[config.mk]
export PLATFORM = sky130hd
export DESIGN_NAME = mesm6_pbus_arbiter
export DESIGN_NICKNAME = d
export VERILOG_FILES = /design/src/rtl/mesm6_pbus_pkg.sv /design/src/rtl/mesm6_rr_arb2.sv /design/src/rtl/mesm6_pbus_arbiter.sv
export SDC_FILE = /design/constraint.sdc
export NUM_CORES = 1
export LEC_CHECK = 0
export ABC_AREA = 1
export ABC_CLOCK_PERIOD_IN_PS = 1700
export CAP_MARGIN = 20
export CORE_MARGIN = 3
export CORE_UTILIZATION = 36
export DETAILED_ROUTE_END_ITERATION = 8
export GPL_TIMING_DRIVEN = 0
export PLACE_DENSITY = 0.88
export SKIP_LAST_GASP = 1
export SLEW_MARGIN = 10
export SYNTH_ARGS = -nofsm -noshare
export SYNTH_HDL_FRONTEND = slang
export SYNTH_SLANG_ARGS = --single-unit
export TNS_END_PERCENT = 5
[constraint.sdc]
create_clock -name clk -period 1.7 [get_ports clk]
set_input_delay 0.425 -clock clk [delete_from_list [all_inputs] [get_ports clk]]
set_output_delay 0.425 -clock clk [all_outputs]
set_load 0.005 [all_outputs]
[src/rtl/mesm6_pbus_pkg.sv]
// Shared types for the MESM-6 peripheral bus arbiter: FSM states, op encoding
// and the default slave-timeout length.
package mesm6_pbus_pkg;

   typedef enum logic [1:0] {
      IDLE,
      ISSUE,
      WAIT,
      RESP
   } pbus_state_t;

   typedef enum logic {
      OP_READ,
      OP_WRITE
   } pbus_op_t;

   localparam int PBUS_TIMEOUT_DEFAULT = 16;

endpackage

[src/rtl/mesm6_rr_arb2.sv]
// Combinational two-way round-robin picker: on a tie the master that was not
// granted last wins.
module mesm6_rr_arb2 (
   input  logic [1:0] req,
   input  logic       last_grant,
   output logic       gnt_valid,
   output logic       gnt_id
);

   always_comb begin
      gnt_valid = |req;
      gnt_id    = (req == 2'b11) ? ~last_grant : req[1];
   end

endmodule

[src/rtl/mesm6_pbus_arbiter.sv]
// Two-master arbiter for the MESM-6 peripheral register bus: one transaction at
// a time into a single slave, round-robin fair, with a bus-timeout error reply.
module mesm6_pbus_arbiter
   import mesm6_pbus_pkg::*;
#(
   parameter int ADDR_W  = 15,
   parameter int DATA_W  = 48,
   parameter int TIMEOUT = PBUS_TIMEOUT_DEFAULT
) (
   input  logic              clk,
   input  logic              reset,
   input  logic [ADDR_W-1:0] m0_addr,
   input  logic              m0_read,
   input  logic              m0_write,
   input  logic [DATA_W-1:0] m0_wdata,
   output logic [DATA_W-1:0] m0_rdata,
   output logic              m0_done,
   output logic              m0_err,
   input  logic [ADDR_W-1:0] m1_addr,
   input  logic              m1_read,
   input  logic              m1_write,
   input  logic [DATA_W-1:0] m1_wdata,
   output logic [DATA_W-1:0] m1_rdata,
   output logic              m1_done,
   output logic              m1_err,
   output logic [ADDR_W-1:0] s_addr,
   output logic              s_read,
   output logic              s_write,
   output logic [DATA_W-1:0] s_wdata,
   input  logic [DATA_W-1:0] s_rdata,
   input  logic              s_done,
   output logic              busy
);

   localparam int          CNT_W   = $clog2(TIMEOUT);
   localparam logic [CNT_W-1:0] CNT_LAST = CNT_W'(TIMEOUT - 1);

   pbus_state_t       state_q, state_d;
   pbus_op_t          op_q;
   logic              gnt_id_q;
   logic              last_grant_q;
   logic              err_q;
   logic [CNT_W-1:0]  cnt_q;
   logic [ADDR_W-1:0] addr_q;
   logic [DATA_W-1:0] wdata_q;
   logic [DATA_W-1:0] rdata_q;
   logic              gnt_valid;
   logic              gnt_id;
   logic              timed_out;

   mesm6_rr_arb2 u_rr (
      .req        ({m1_read | m1_write, m0_read | m0_write}),
      .last_grant (last_grant_q),
      .gnt_valid  (gnt_valid),
      .gnt_id     (gnt_id)
   );

   assign timed_out = (cnt_q == CNT_LAST);

   always_ff @(posedge clk) begin
      if (reset) state_q <= IDLE;
      else       state_q <= state_d;
   end

   always_comb begin
      state_d = state_q;
      unique case (state_q)
         IDLE:    if (gnt_valid) state_d = ISSUE;
         ISSUE:   state_d = WAIT;
         WAIT:    if (s_done || timed_out) state_d = RESP;
         RESP:    state_d = IDLE;
         default: state_d = IDLE;
      endcase
   end

   always_ff @(posedge clk) begin
      if (reset) begin
         op_q         <= OP_READ;
         gnt_id_q     <= 1'b0;
         last_grant_q <= 1'b1;
         err_q        <= 1'b0;
         cnt_q        <= '0;
         addr_q       <= '0;
         wdata_q      <= '0;
         rdata_q      <= '0;
      end else begin
         unique case (state_q)
            IDLE: if (gnt_valid) begin
               gnt_id_q <= gnt_id;
               addr_q   <= gnt_id ? m1_addr : m0_addr;
               wdata_q  <= gnt_id ? m1_wdata : m0_wdata;
               op_q     <= (gnt_id ? m1_write : m0_write) ? OP_WRITE : OP_READ;
               err_q    <= 1'b0;
               rdata_q  <= '0;
            end
            ISSUE: cnt_q <= '0;
            // A slave answer in the final timeout cycle still counts as a normal reply.
            WAIT: begin
               if (s_done) begin
                  rdata_q <= (op_q == OP_WRITE) ? '0 : s_rdata;
                  err_q   <= 1'b0;
               end else if (timed_out) begin
                  rdata_q <= '0;
                  err_q   <= 1'b1;
               end else begin
                  cnt_q <= cnt_q + 1'b1;
               end
            end
            RESP: last_grant_q <= gnt_id_q;
            default: ;
         endcase
      end
   end

   always_comb begin
      s_addr   = addr_q;
      s_wdata  = wdata_q;
      s_read   = (state_q == ISSUE) && (op_q == OP_READ);
      s_write  = (state_q == ISSUE) && (op_q == OP_WRITE);
      busy     = (state_q != IDLE);
      m0_done  = (state_q == RESP) && !gnt_id_q;
      m1_done  = (state_q == RESP) &&  gnt_id_q;
      m0_err   = m0_done && err_q;
      m1_err   = m1_done && err_q;
      m0_rdata = m0_done ? rdata_q : '0;
      m1_rdata = m1_done ? rdata_q : '0;
   end

endmodule

=== Word level (Yosys, flattened, before mapping) ===
Index checks and enable logic that the tools add are counted.

* Register bits: 121
* Latch bits: 0
* RAM bits: 0
* Bits in read-only memories: 0
* Bits of input ports: 181
* Output and inout port bits: 166
* Logic and storage cells: 63
* Memories kept: 0

* $add $sub $neg: 1
* $mul: 0
* Divide/modulo/power cells: 0
* $lt $le $gt $ge: 0
* Equality and inequality tests: 10
* Shift operators: 0
* Mux-type cells: 22
* Bitwise gates (word level): 4
* Reductions and logical operators: 17

{| class="wikitable"
|+ Operators with widths
! cell !! count
|-
| 48-bit two-way mux || 7
|-
| 48-bit one-hot mux with 2 select lines || 1
|-
| 15-bit two-way mux || 1
|-
| 4-bit two-way mux || 2
|-
| 2-bit != test (second input constant) || 4
|-
| 2-bit one-hot mux with 4 select lines || 1
|-
| 4-bit one-hot mux with 2 select lines || 1
|-
| 2-bit == test (second input constant) || 3
|-
| 1-bit logical AND || 6
|-
| 1-bit two-way mux || 6
|-
| 3-bit AND reduction || 2
|-
| 2-bit nonzero test || 3
|-
| 4-bit by 1-bit adder with 4-bit output (second input constant) || 1
|-
| 4-bit == test (second input constant) || 1
|-
| 2-bit two-way mux || 2
|-
| 2-bit AND reduction || 2
|-
| 3-bit != test (second input constant) || 1
|-
| 2-bit by 1-bit == test with 1-bit output (second input constant) || 1
|-
| 2-bit zero test || 1
|-
| 1-bit NOT || 2
|-
| 1-bit bitwise OR || 2
|-
| 1-bit one-hot mux with 2 select lines || 1
|-
| 2-bit OR reduction || 1
|-
| 1-bit zero test || 1
|-
| 1-bit logical OR || 1
|}

=== Logic depth before layout (Yosys ltp) ===
* Depth after elaboration: 5
* Depth in mapped cells: 12
* Depth with buffers taken out: 10

=== Modules after synthesis ===
From an unflattened synthesis, not the netlist that was laid out.

* Cells, all modules: 1015
* Area total of the unflattened synthesis: 6323.6 µm²

{| class="wikitable"
|+ By module, submodules not included
! module !! times used !! cells each !! area each (µm²) !! seq. area each (µm²)
|-
| mesm6_pbus_arbiter || 1 || 1012 || 6308.6 || 2422.3
|-
| mesm6_rr_arb2 || 1 || 3 || 15.0 || 0.0
|}

=== Least setup slack after synthesis ===
Ideal clock, no wire load.

* Kind: register to output
* Start: register state_q[0]
* End: output port m0_rdata[37]
* Arrival time: 1.259 ns
* Data required time: 1.275 ns
* Path slack: 0.016 ns
* Stages on the path, launching flop included: 8
* Buffers on the path: 2
* Path through: dfxtp_1 -> ha_1 -> inv_1 -> nor2_1 -> inv_1 -> buf_2 -> buf_1 -> nor2_1

* Longest elaborated chain between the ends: 3

{| class="wikitable"
|+ Ends and longest elaborated chain
! what !! RTL line !! RTL
|-
| start, declared || mesm6_pbus_arbiter.sv:38 || <nowiki>pbus_state_t state_q, state_d;</nowiki>
|-
| start signal, assigned || mesm6_pbus_arbiter.sv:62 || <nowiki>else state_q <= state_d;</nowiki>
|-
| 2-bit == test || mesm6_pbus_arbiter.sv:121 || <nowiki>m0_done = (state_q == RESP) && !gnt_id_q;</nowiki>
|-
| 1-bit logical AND || mesm6_pbus_arbiter.sv:121 ||
|-
| named net m0_done || mesm6_pbus_arbiter.sv:17 || <nowiki>output logic m0_done,</nowiki>
|-
| 48-bit two-way mux || mesm6_pbus_arbiter.sv:125 || <nowiki>m0_rdata = m0_done ? rdata_q : '0;</nowiki>
|-
| end, declared || mesm6_pbus_arbiter.sv:16 || <nowiki>output logic [DATA_W-1:0] m0_rdata,</nowiki>
|}

The timed path passes the listed nets, and every way through them passes these cells.

=== Worst setup path after layout ===
* Start: register state_q[0]
* End: output port m0_err

* Longest elaborated chain between the ends: 3

{| class="wikitable"
|+ Ends and longest elaborated chain
! what !! RTL line !! RTL
|-
| 2-bit == test || mesm6_pbus_arbiter.sv:121 ||
|-
| 1-bit logical AND || mesm6_pbus_arbiter.sv:121 ||
|-
| 1-bit logical AND || mesm6_pbus_arbiter.sv:123 || <nowiki>m0_err = m0_done && err_q;</nowiki>
|-
| end, declared || mesm6_pbus_arbiter.sv:18 || <nowiki>output logic m0_err,</nowiki>
|}

Every way passes these cells.

==> flow_summary_export.csv <==
group,metric,value,unit
run_status,outcome,"complete, but fails checks",
timing,setup_viol,229,
clock_tree,clk_pin_slew,0.06,ns
clock_tree,clock-sinks,121,
floorplan,initial_utilization,36.8,%
floorplan,io-pin-count,347,
critical_path,end_kind,"output port",
place,gp_congestion,0.848,
route,postRouteAntennaNets,0,
synthesis,synth_cell_type_count,20,
cells_and_area,n_antenna_cell,0,
power,p_per_area,1550,nW/um^2
job,max_cap_viol_count,0,
clock_tree,htree_levels,4,
run_status,violations,"setup timing",
route,via_count,8322,
critical_path,crit_end,"m0_err",
route,viasPerCell,4.69,
critical_path,worstPathArrival,1.81,ns
cells_and_area,seq_area,2430,sq um
timing,rsz0062_at_grt,"true",
power,vdd_drop_max,0.000802,V
floorplan,rows,49,
synthesis,yosys_warnings,0,
clock_tree,clk_latency,0.41,ns
critical_path,start_kind,"flop",
clock_tree,numCtsBuffers,17,
cells_and_area,drive_gt1_share,12.8,%
route,wl_per_cell,14.4,um
synthesis,synth_nets,1332,
critical_path,r2r-end,"rdata_q[18]$_SDFFE_PP0P_",
clock_tree,cts_tree,"built",
route,dr.first_iter.drc_count,369,
floorplan,fp.dieH,142,um
critical_path,startpoint,"state_q[0]$_SDFFE_PP0P_",
synthesis,syn-cell-area,6630,sq um
cells_and_area,num-fill-cells,1534,
place,io_buffer_count,344,
timing,fin_crit,2.23,ns
route,route.detailed.drc,0,
route,finalWirelength,25600,um
grt,grt_pass1_vias,7654,
synthesis,synth_cells,1145,
critical_path,cp_data_required_time,1.27,ns
route,first_pass_iters,6,
cells_and_area,final_area,11400,sq um
grt,antenna_found_initial,0,
cells_and_area,multi_input_area,3420,sq um
critical_path,rrSetupSlack,-0.52,ns
place,placed_area,10400,sq um
place,hpwl,18600,um
timing,fin_crit_sh,131,%
floorplan,dieWidth,142,um
place,dp.cells,1718,
timing,timing.fmax,448,MHz
critical_path,cp_max_fo,6,
clock_tree,clock_path_buffers,2,
hold_path,hp-class,"in -> reg",
timing,maxSlewViolCount,0,
grt,overflow,0,
timing,slew_headroom,66.0,%
clock_tree,clockRootBuffer,"clkbuf_16",
synthesis,ys_seq_area_share,36.5,%
floorplan,die-area,20100,sq um
critical_path,r2r_cells,9,
grt,grt_pass1_wl,37500,um
timing,worst_clock_skew,0.00555,ns
cells_and_area,final_cells,1774,
power,p_leak,6.30,nW
timing,worstMarginPinSlew,0.510,ns
synthesis,syn_area_per_cell,5.79,sq um
grt,grtUsageTotal,23.3,%
cells_and_area,final_nets,1719,
grt,grt_max_degree,17,
timing,final_hold_viol_count,0,
synthesis,ys_ff_latch,121,
timing,fin_ws,-0.533,ns
cells_and_area,syn_to_final_growth,71.7,%
critical_path,crit_type,"reg -> out",
critical_path,reg2reg_from,"state_q[0]$_SDFFE_PP0P_",
floorplan,core-area,18000,sq um
==> cells by family after synthesis <==
logic type	after synthesis	share of synthesized area, %
compound gates	12	0.905
fa+ha+maj	6	1.13
simple gates	762	46.3
flops	121	36.5
buf+inv	244	15.1
==> stage by stage <==
stage | setup slack (ns) | utilization [%] | hold WS [ns] | power [mW] | setup TNS [ns]
2_1_floorplan | 0.0157 | - | 0.425 | 9.89 | 0
3_3_place_gp | -0.846 | 57.5 | 0.452 | 13.1 | -109.05
3_5_place_dp | -0.869 | 57.5 | 0.462 | 13.4 | -112.14
4_1_cts | -0.559 | 62.0 | 0.394 | 17.4 | -77.90
5_1_grt | -0.642 | 63.2 | 0.437 | 19.0 | -92.47
6_report | -0.533 | 63.2 | 0.429 | 17.7 | -67.57
==> cells in the final DEF (no fill, tap or decap), types with 2 or more instances in the layout <==
| cell type | n |
|---|---|
| buf_4 | 21 |
| o21ai_0 | 2 |
| buf_12 | 2 |
| nand4_1 | 10 |
| a21oi_1 | 9 |
| ha_1 | 3 |
| ha_4 | 3 |
| inv_2 | 5 |
| nor2_4 | 16 |
| dlymetal6s2s_1 | 36 |
| clkbuf_1 | 23 |
| nand3_1 | 134 |
| nor2_2 | 16 |
| buf_8 | 7 |
| clkbuf_2 | 23 |
| dlygate4sd2_1 | 16 |
| clkinvlp_4 | 3 |
| buf_1 | 4 |
| dfxtp_2 | 3 |
| buf_2 | 48 |
| nor2_1 | 344 |
| clkdlybuf4s50_1 | 244 |
| clkinv_4 | 5 |
| inv_1 | 164 |
| nand2_1 | 238 |
| inv_6 | 2 |
| buf_6 | 12 |
| clkbuf_16 | 19 |
| dfxtp_1 | 118 |
| nand3_2 | 2 |
| clkinv_2 | 3 |
| bufinv_16 | 2 |
==> worst max-delay path, stage by stage (launching register included) <==
cell and delay, ns:
dfxtp_2 0.36, ha_4 0.19, inv_4 0.06, nor2_4 0.12
clkinv_4 0.12, buf_16 0.17, nor2_1 0.14, clkdlybuf4s15_1 0.23
==> synth_stat cells, drive strengths merged <==
| cell | instances | area share (%) |
|---|---|---|
| nand2 | 240 | 14 |
| clkbuf | 30 | 1.7 |
| nand4 | 10 | 0.94 |
| nor2 | 376 | 21 |
| clkinv | 1 | 0.057 |
| a21oi | 9 | 0.68 |
| buf | 42 | 3.7 |
| o21ai | 3 | 0.23 |
| inv | 171 | 9.7 |
| nand3 | 136 | 10 |
| dfxtp | 121 | 37 |
| ha | 6 | 1.1 |
==> registers in the layout, summed over array words and instances (netlist names) <==
signal and flops:
op_q 1, state_q 2, rdata_q 48, cnt_q 4
last_grant_q 1, err_q 1, s_wdata 48, gnt_id_q 1
s_addr 15
==> timing repair <==
| item | in CTS | in global routing |
|---|---|---|
| hold endpoints to repair | 0 | 0 |
| cloned | 2 | 1 |
| gates resized for setup | 161 | 163 |
| setup endpoints to repair | 257 | 286 |
| hold buffers | 0 | 0 |
| setup buffers | 13 | 8 |
| pin swaps | 2 | 4 |
==> power by group <==
part | internal (mW) | total (mW) | leakage, nW | switching [mW]
clock network | 2.16 | 3.53 | 0.277 | 1.37
logic | 3.96 | 9.49 | 5.02 | 5.53
registers | 4.11 | 4.65 | 1.00 | 0.541
total | 10.2 | 17.7 | 6.30 | 7.44
==> area by class of cell <==
type	instances	share of cell area, %
repair buffers	368	31.1
multi-input cells	780	30.0
flip-flops and latches	121	21.3
inverters	172	5.74
plain buffers	72	4.29
clock buffers	18	3.77
well taps	229	2.52
clock inverters	14	1.32
==> worst min-delay path by stage <==
stage,depth (start not counted),from,to,slack (ns)
after floorplan,2,last_grant_q$_SDFFE_PP1N_,last_grant_q$_SDFFE_PP1N_,0.43
after global placement,2,err_q$_SDFFE_PP0P_,err_q$_SDFFE_PP0P_,0.45
after detailed placement,2,err_q$_SDFFE_PP0P_,err_q$_SDFFE_PP0P_,0.46
after CTS,4,s_done,err_q$_SDFFE_PP0P_,0.39
after global routing,4,s_done,err_q$_SDFFE_PP0P_,0.44
final,4,s_done,err_q$_SDFFE_PP0P_,0.43
==> metal layers <==
metal	up-vias	share of wire (%)	GRT usage, %
li1	4177	-	-
met1	3722	36	24.7
met2	375	52	43.9
met3	48	8.9	6.94
met4	0	2.7	7.32
met5	-	0	0
Note: power is estimated with default switching activity, not from simulation.
